===== config.mk =====
export PLATFORM = sky130hd
export DESIGN_NAME = parallel_elementwise_mac_seq
export DESIGN_NICKNAME = d
export VERILOG_FILES = /design/src/rtl/parallel_elementwise_mac_seq.sv
export SDC_FILE = /design/constraint.sdc
export NUM_CORES = 2
export LEC_CHECK = 0
export BUFFER_PORTS_ARGS = -buffer_cell sky130_fd_sc_hd__buf_4
export CORE_AREA = 2 2 330 332
export CTS_BUF_LIST = sky130_fd_sc_hd__clkbuf_2 sky130_fd_sc_hd__clkbuf_4 sky130_fd_sc_hd__clkbuf_8
export CTS_CLUSTER_SIZE = 40
export DETAILED_ROUTE_END_ITERATION = 7
export DIE_AREA = 0 0 332 334
export PLACE_DENSITY = 0.53
export SLEW_MARGIN = 10
export SYNTH_ARGS = -nofsm -noshare
export SYNTH_HDL_FRONTEND = slang
export SYNTH_SLANG_ARGS = --single-unit

===== constraint.sdc =====
create_clock -name clk -period 7.71 [get_ports clk]
set_clock_uncertainty 0.1 [all_clocks]
set_input_delay 0.771 -clock clk [delete_from_list [all_inputs] [get_ports clk]]
set_output_delay 0.771 -clock clk [all_outputs]
set_load 0.1 [all_outputs]

===== src/rtl/parallel_elementwise_mac_seq.sv =====
// Sequential elementwise multiplier with optional per-channel dot product.
// M independent channels each own P multipliers; a captured pair of L-element
// vectors is swept P elements per beat, so one operation takes L/P compute beats.
module parallel_elementwise_mac_seq #(
    parameter int unsigned N = 8,
    parameter int unsigned L = 8,
    parameter int unsigned M = 2,
    parameter int unsigned P = 2,
    localparam int unsigned D = 2 * N + $clog2(L)
) (
    input  logic             clk,
    input  logic             rst,
    input  logic             in_valid,
    output logic             in_ready,
    input  logic             mode,
    input  logic [M*L*N-1:0] a,
    input  logic [M*L*N-1:0] b,
    output logic             out_valid,
    input  logic             out_ready,
    output logic [M*L*2*N-1:0] result,
    output logic [M*D-1:0]   dot,
    output logic             busy
);

    // Guard against a zero P so the beat count stays defined while the check below fires.
    localparam int unsigned Beats = (P == 0) ? 1 : L / P;
    localparam int unsigned BW    = (Beats > 1) ? $clog2(Beats) : 1;

    if (M < 1 || L < 1 || P < 1 || P > L || (L % P) != 0) begin : g_param_check
        $error("parallel_elementwise_mac_seq: need M>=1, L>=1, 1<=P<=L and L%%P==0");
    end

    typedef enum logic [1:0] {
        StIdle,
        StCompute,
        StDone
    } state_e;

    state_e                 state_q;
    logic [BW-1:0]          beat_q;
    logic [M*L*N-1:0]       a_q;
    logic [M*L*N-1:0]       b_q;
    logic                   mode_q;
    logic [M*L*2*N-1:0]     result_q;
    logic [M*D-1:0]         dot_q;
    logic                   out_valid_q;
    logic                   busy_q;

    logic [N-1:0]           a_el [M][P];
    logic [N-1:0]           b_el [M][P];
    logic [2*N-1:0]         prod [M][P];
    logic [D-1:0]           beat_sum [M];

    // Accept only from idle and never while reset is asserted, so the first cycle
    // after reset release can already take an operand set.
    assign in_ready  = (state_q == StIdle) && !rst;
    assign out_valid = out_valid_q;
    assign busy      = busy_q;
    assign result    = result_q;
    assign dot       = dot_q;

    // Products of the P elements selected by the current beat, and their per-channel sum.
    always_comb begin
        for (int i = 0; i < int'(M); i++) begin
            beat_sum[i] = '0;
            for (int p = 0; p < int'(P); p++) begin
                a_el[i][p] = a_q[(i * int'(L) + int'(beat_q) * int'(P) + p) * int'(N) +: N];
                b_el[i][p] = b_q[(i * int'(L) + int'(beat_q) * int'(P) + p) * int'(N) +: N];
                prod[i][p] = (2 * N)'(a_el[i][p]) * (2 * N)'(b_el[i][p]);
                beat_sum[i] = beat_sum[i] + D'(prod[i][p]);
            end
        end
    end

    // Control FSM with registered status outputs and the result/dot datapath.
    always_ff @(posedge clk) begin
        if (rst) begin
            state_q     <= StIdle;
            beat_q      <= '0;
            a_q         <= '0;
            b_q         <= '0;
            mode_q      <= 1'b0;
            result_q    <= '0;
            dot_q       <= '0;
            out_valid_q <= 1'b0;
            busy_q      <= 1'b0;
        end else begin
            unique case (state_q)
                StIdle: begin
                    if (in_valid) begin
                        a_q     <= a;
                        b_q     <= b;
                        mode_q  <= mode;
                        beat_q  <= '0;
                        dot_q   <= '0;
                        busy_q  <= 1'b1;
                        state_q <= StCompute;
                    end
                end
                StCompute: begin
                    for (int i = 0; i < int'(M); i++) begin
                        for (int p = 0; p < int'(P); p++) begin
                            result_q[(i * int'(L) + int'(beat_q) * int'(P) + p) * 2 * int'(N)
                                     +: 2 * N] <= prod[i][p];
                        end
                        // In mode 0 dot stays at the zero written on accept.
                        if (mode_q) begin
                            dot_q[i * int'(D) +: D] <= dot_q[i * int'(D) +: D] + beat_sum[i];
                        end
                    end
                    if (beat_q == BW'(Beats - 1)) begin
                        out_valid_q <= 1'b1;
                        state_q     <= StDone;
                    end else begin
                        beat_q <= beat_q + 1'b1;
                    end
                end
                StDone: begin
                    if (out_ready) begin
                        out_valid_q <= 1'b0;
                        busy_q      <= 1'b0;
                        state_q     <= StIdle;
                    end
                end
                default: state_q <= StIdle;
            endcase
        end
    end

endmodule

; Word-level counts from Yosys, hierarchy flattened
; Index checks and enable logic that the tools add are counted.
[word_totals]
mem_bits_rw = 0
latchBits = 0
rom_bits = 0
reg_bits = 557
n_memories = 0
[classes]
bitwise = 0
div_mod_pow = 0
eq_ne = 8
multipliers = 4
reduce_logical = 12
n_lt_le_gt_ge = 0
n_mux = 20
shift = 16
add_sub_neg = 12
[op_table]
columns = op, n
row1 = $bwmux 256, 4
row2 = $shift 16x33->256 const A, 4
row3 = $shiftx 16x33->256, 4
row4 = $shiftx 128x32->8, 6
row5 = $shiftx 128x7->8, 2
row6 = $pmux 38 s2, 1
row7 = $mul 8x8->16, 4
row8 = $add 19x17->19, 2
row9 = $mux 19, 2
row10 = $mux 38, 1
row11 = $add 16x16->17, 2
row12 = $neg 10->33, 1
row13 = $neg 32->33, 1
row14 = $neg 7->33, 1
row15 = $neg 8->33, 1
row16 = $reduce_and 3->1, 5
row17 = $mux 2, 5
row18 = $ne 2x2->1 const B, 5
row19 = $add 5x1->6 const B, 1
row20 = $pmux 2 s3, 1
row21 = $reduce_bool 2->1, 3
row22 = $add 4x3->5 const A, 1
row23 = $add 3x1->4 const B, 1
row24 = $eq 2x2->1 const B, 2
row25 = other kinds (9), 12

; Logic depth before layout (Yosys ltp)
[logic_depth]
word_depth = 8
mapped_depth = 30
mapped_depth_nobuf = 27

; Least setup slack after synthesis
; OpenSTA, ideal clock, no wires.
[synth_timing]
kind = reg2reg
from = register beat_q[0]
to = register dot_q[35], in the netlist dot[35]
synth_period_minus_slack_ns = 7.655
t_required_ns = 7.491
stages_incl_launch_ff = 31
setup_slack_ns = 0.055
arrival_time_ns = 7.437
cell_sequence = dfxtp_1 -> buf_4 -> buf_4 -> buf_2 -> mux4_2 -> and2_1 -> fa_1 -> inv_1 -> fa_1 -> inv_1 -> fa_1 -> inv_1 -> fa_1 -> inv_1 -> ha_1 -> o21a_1 -> o21ai_0 -> o2bb2ai_1 -> or4b_1 -> nand3_2 -> inv_1 -> fa_1 -> inv_1 -> ha_1 -> nand2_1 -> o21ai_0 -> nor3_1 -> a211oi_1 -> a21oi_1 -> xnor2_1 -> a22o_1
[synth_between]
elab_chain_cells = 8
[synth_lines]
columns = element, line_no
row1 = start: declaration, 40  ; logic [BW-1:0] beat_q;
row2 = start signal: assignment, 115  ; beat_q <= beat_q + 1'b1;
row3 = $add 4x3->5 (*), "67, 68"
row4 = $add 5x1->6, "67, 68"
row5 = "$shiftx 128x32->8, on equally long branches", "67, 68"
row6 = $mul 8x8->16, 69  ; prod[i][p] = (2 * N)'(a_el[i][p]) * (2 * N)'(b_el[i][p]);
row7 = $add 16x16->17 (*), 70  ; beat_sum[i] = beat_sum[i] + D'(prod[i][p]);
row8 = $add 19x17->19 (*), 108  ; dot_q[i * int'(D) +: D] <= dot_q[i * int'(D) +: D] + beat_sum[i];
row9 = $mux 19 (*), 107  ; if (mode_q) begin
row10 = $pmux 38 s2 (*), 88  ; unique case (state_q)
row11 = end signal: indexed assignment, 108
row12 = end: declaration, 45  ; logic [M*D-1:0] dot_q;
; Mark *: on every way between the ends. The rest lies on a longest branch, timed or not. The select of a mux whose other input is x is not followed.
; A chain may end at the register's enable or synchronous reset.

; Final worst setup path
[layout_timing]
from = register beat_q[0]
to = register dot_q[15], in the netlist dot[15]
[layout_between]
elab_chain_cells = 7
[layout_lines]
columns = element, line_no
row1 = $add 3x1->4, "67, 68"
row2 = "$shiftx 128x32->8, on equally long branches", "67, 68"
row3 = $mul 8x8->16, 69
row4 = $add 16x16->17 (*), 70
row5 = $add 19x17->19 (*), 108
row6 = $mux 19 (*), 107
row7 = $pmux 38 s2 (*), 88
; Marks and branches as above.

==> impl_metrics.ini <==
[placement]
hpwl_um = 93800
port_buffers = 557
place.gp.congestion = 0.881

[detailed_routing]
vias = 28100
drc = 0
vias_per_cell = 4.87
routed_wl_um = 123000
first_pass_iters = 5
drt-initial-drc-count = 2162
wl_per_cell_um = 21.3
postRouteAntennaNets = 0

[sta]
hold_viol_final = 0
fmax_mhz = 135
tightest_slew_ns = 1.25
post-route-min-period_ns = 7.39
setup_viol = 0
rsz0062_at_grt = false
final_max_slew_viol_count = 0
relSlewSlack_pct = 16.3
period_share_pct = 95.8
tns_ns = 0

[worst_setup_path]
slowest_delay_ns = 0.60
required_ns = 8.27
worstSetupPathType = register to register
cp_max_fo = 15
crit_arrival_ns = 7.95
cp-start-kind = register
crit_buf_inv = 9
slowest_stage = mux4_2
worstSetupEndpointType = register
critPathTopFamily = adder cells
path_common_cell = inv_1

[global_route]
grt_max_degree = 204
antenna_found_initial = 4
use_met2_pct = 31.6
track_usage_pct = 21.5
grt_pass1_wl_um = 179000
grt_util_met3_pct = 5.60
grt_pass1_vias = 27000
busiest_layer = met2
use_met1_pct = 30.5
overflow = 0

[clock_network]
clock_sink_count = 557
cts_tree = done
root_buffer = clkbuf_8
clockBufferDepth = 3
numCtsBuffers = 100
clk_pin_slew_ns = 0.07
insertion_delay_ns = 0.79
ctsHoldBuffers = 0
h-tree-depth = 3

[yosys]
synth_ff_type = dfxtp_1
synth-seq-cells = 557
seq_area_frac_synth_pct = 34.8
yosysTopAreaCell = dfxtp_1
synthArstFlopShare_pct = 0
synth_edf_count = 0
syn-instance-count = 3711
avgSynthCellArea_um2 = 8.63
synth.top_cell.area_share_pct = 34.8
synth_cell_types = 72
syn-num-nets = 4334
synth_area_leaders = dfxtp_1 35%, fa_1 11%, nand2_1 7.3%, ha_1 7.2%, a21oi_1 5.1%
yosys_warnings = 0
syn_area_um2 = 32000

[floorplanning]
core_um2 = 108000
initial_core_util_pct = 29.7
chipHeight_um = 334
rows = 121
die_w_um = 332
io-pin-count = 558
dieArea_um2 = 111000

[power_and_ir_drop]
power_frac_seq_pct = 39.9
pwr-share-comb_pct = 18.9
p_leak_nw = 18.1
swShare_pct = 31.2
power.share.clock_pct = 41.2
p_int_mw = 5.26
netSwitchingPower_mw = 2.38
power_density_nw_per_um2 = 188
irDropWorstVdd_v = 0.0000993
p_total_mw = 7.64

[run_status]
outcome = finished clean

[cells_and_area]
nets = 4896
area_growth_pct = 26.9
drive_gt1_share_pct = 22.5

[job]
cap_violations = 0

[hold_path]
min_path_type = input pin to register
[cell usage in the layout, fill, tap and decap left out, types with 37 or more instances in the layout]
cell      count
and2_1      201
a21oi_1     325
a22oi_1     207
ha_1        183
nor2_1      334
nand2_1     618
o21ai_0      37
fa_1        178
dfxtp_1     555
mux4_2       64
buf_4       661
a221oi_1     42
clkbuf_8    129
nor3_1       77
inv_1       370
[worst reg2reg max path: cells and delay by family, from the launching register on]
kind	cells	cell delay, ns
buffers and inverters	9	0.81
XOR/XNOR	1	0.10
AO/OA/AOI/OAI	10	1.72
adder cells (fa/ha/maj)	7	3.23
flip-flops	1	0.46
multiplexers	1	0.61
AND/OR/NAND/NOR	1	0.22
[metrics by stage]
| stage | setup slack (ns) | std cells | instance area, µm² | utilization (%) | hold WS, ns |
|---|---|---|---|---|---|
| final | 0.323 | 5770 | 40600 | 37.7 | 0.127 |
| after global routing | 0.0166 | 5769 | 40600 | 37.7 | 0.0921 |
| after CTS | 0.00191 | 5748 | 40300 | 37.4 | 0.0422 |
| after detailed placement | 0.00185 | 5565 | 38000 | 35.3 | 0.344 |
| after global placement | 0.171 | 5565 | 38000 | 35.3 | 0.340 |
| after floorplan | 0.0545 | 3711 | 32000 | - | 0.333 |
[flip-flops by register name (all words and copies together) (netlist names), 2 cells and up]
| name | count |
|---|---|
| state_q | 2 |
| dot | 38 |
| result | 256 |
| b_q | 128 |
| beat_q | 2 |
| a_q | 128 |
[cell families after synthesis]
family	share of synthesized area, %
compound gates	14.9
xor+xnor	1.77
fa+ha+maj	18.3
buf+inv	7.02
flops	34.8
mux	4.53
simple gates	18.6
[what timing repair did]
| item | CTS | global route |
|---|---|---|
| setup endpoints to repair | 2 | 12 |
| gates resized for setup | 1 | 20 |
| pin swaps | 0 | 3 |
| setup buffers | 0 | 19 |
| gates cloned | 0 | 1 |
[per-layer routing]
layer  up-vias  routed length (µm)
li1      13500                   -
met5         -                   0
met3       158                9170
met1     13500               58400
met4         0                3550
met2       861               52000
[final cells by class]
type | instances | area, µm²
repair buffers | 673 | 5180
clock buffers | 161 | 2020
fillers | 11200 | 67200
well taps | 1414 | 1770
flip-flops and latches | 557 | 11200
clock inverters | 22 | 268
inverters | 371 | 1390
multi-input cells | 2570 | 18800
diodes | 2 | 5.00
[worst paths after layout]
kind	slack (ns)	startpoint	endpoint	cells after the start
max reg2reg	0.32	beat_q[0]$_SDFFE_PP0P_	dot[15]$_SDFFE_PP0P_	29
min	0.13	a[62]	a_q[62]$_SDFFE_PP0P_	3
max	0.32	beat_q[0]$_SDFFE_PP0P_	dot[15]$_SDFFE_PP0P_	29
min reg2reg	0.35	a_q[122]$_SDFFE_PP0P_	a_q[122]$_SDFFE_PP0P_	2
[power by group through the flow]
stage | Combinational [mW] | Sequential (mW) | Clock (mW)
floorplan | 0.752 | 3.20 | 0
global placement | 1.41 | 3.11 | 0
detailed placement | 1.42 | 3.11 | 0
CTS | 1.43 | 3.05 | 3.23
global route | 1.58 | 3.06 | 3.36
finish | 1.44 | 3.05 | 3.15
[cell usage after synthesis, types with 9 or more instances]
cell	n
o211ai_1	10
nand3_1	14
a211oi_1	15
o21a_1	15
nand2_1	622
buf_1	12
o21bai_1	9
o21ai_0	38
mux4_2	64
xnor2_1	41
and2_1	201
xor2_1	20
ha_1	184
o31ai_1	11
nand2b_1	12
a22oi_1	207
dfxtp_1	557
nand4_1	9
nor3_1	77
nor2_1	337
a21o_1	16
a221oi_1	42
a21oi_1	327
clkbuf_1	165
inv_1	370
fa_1	178
nand3b_1	15
buf_2	32
Note: power is estimated with default switching activity, not from simulation.
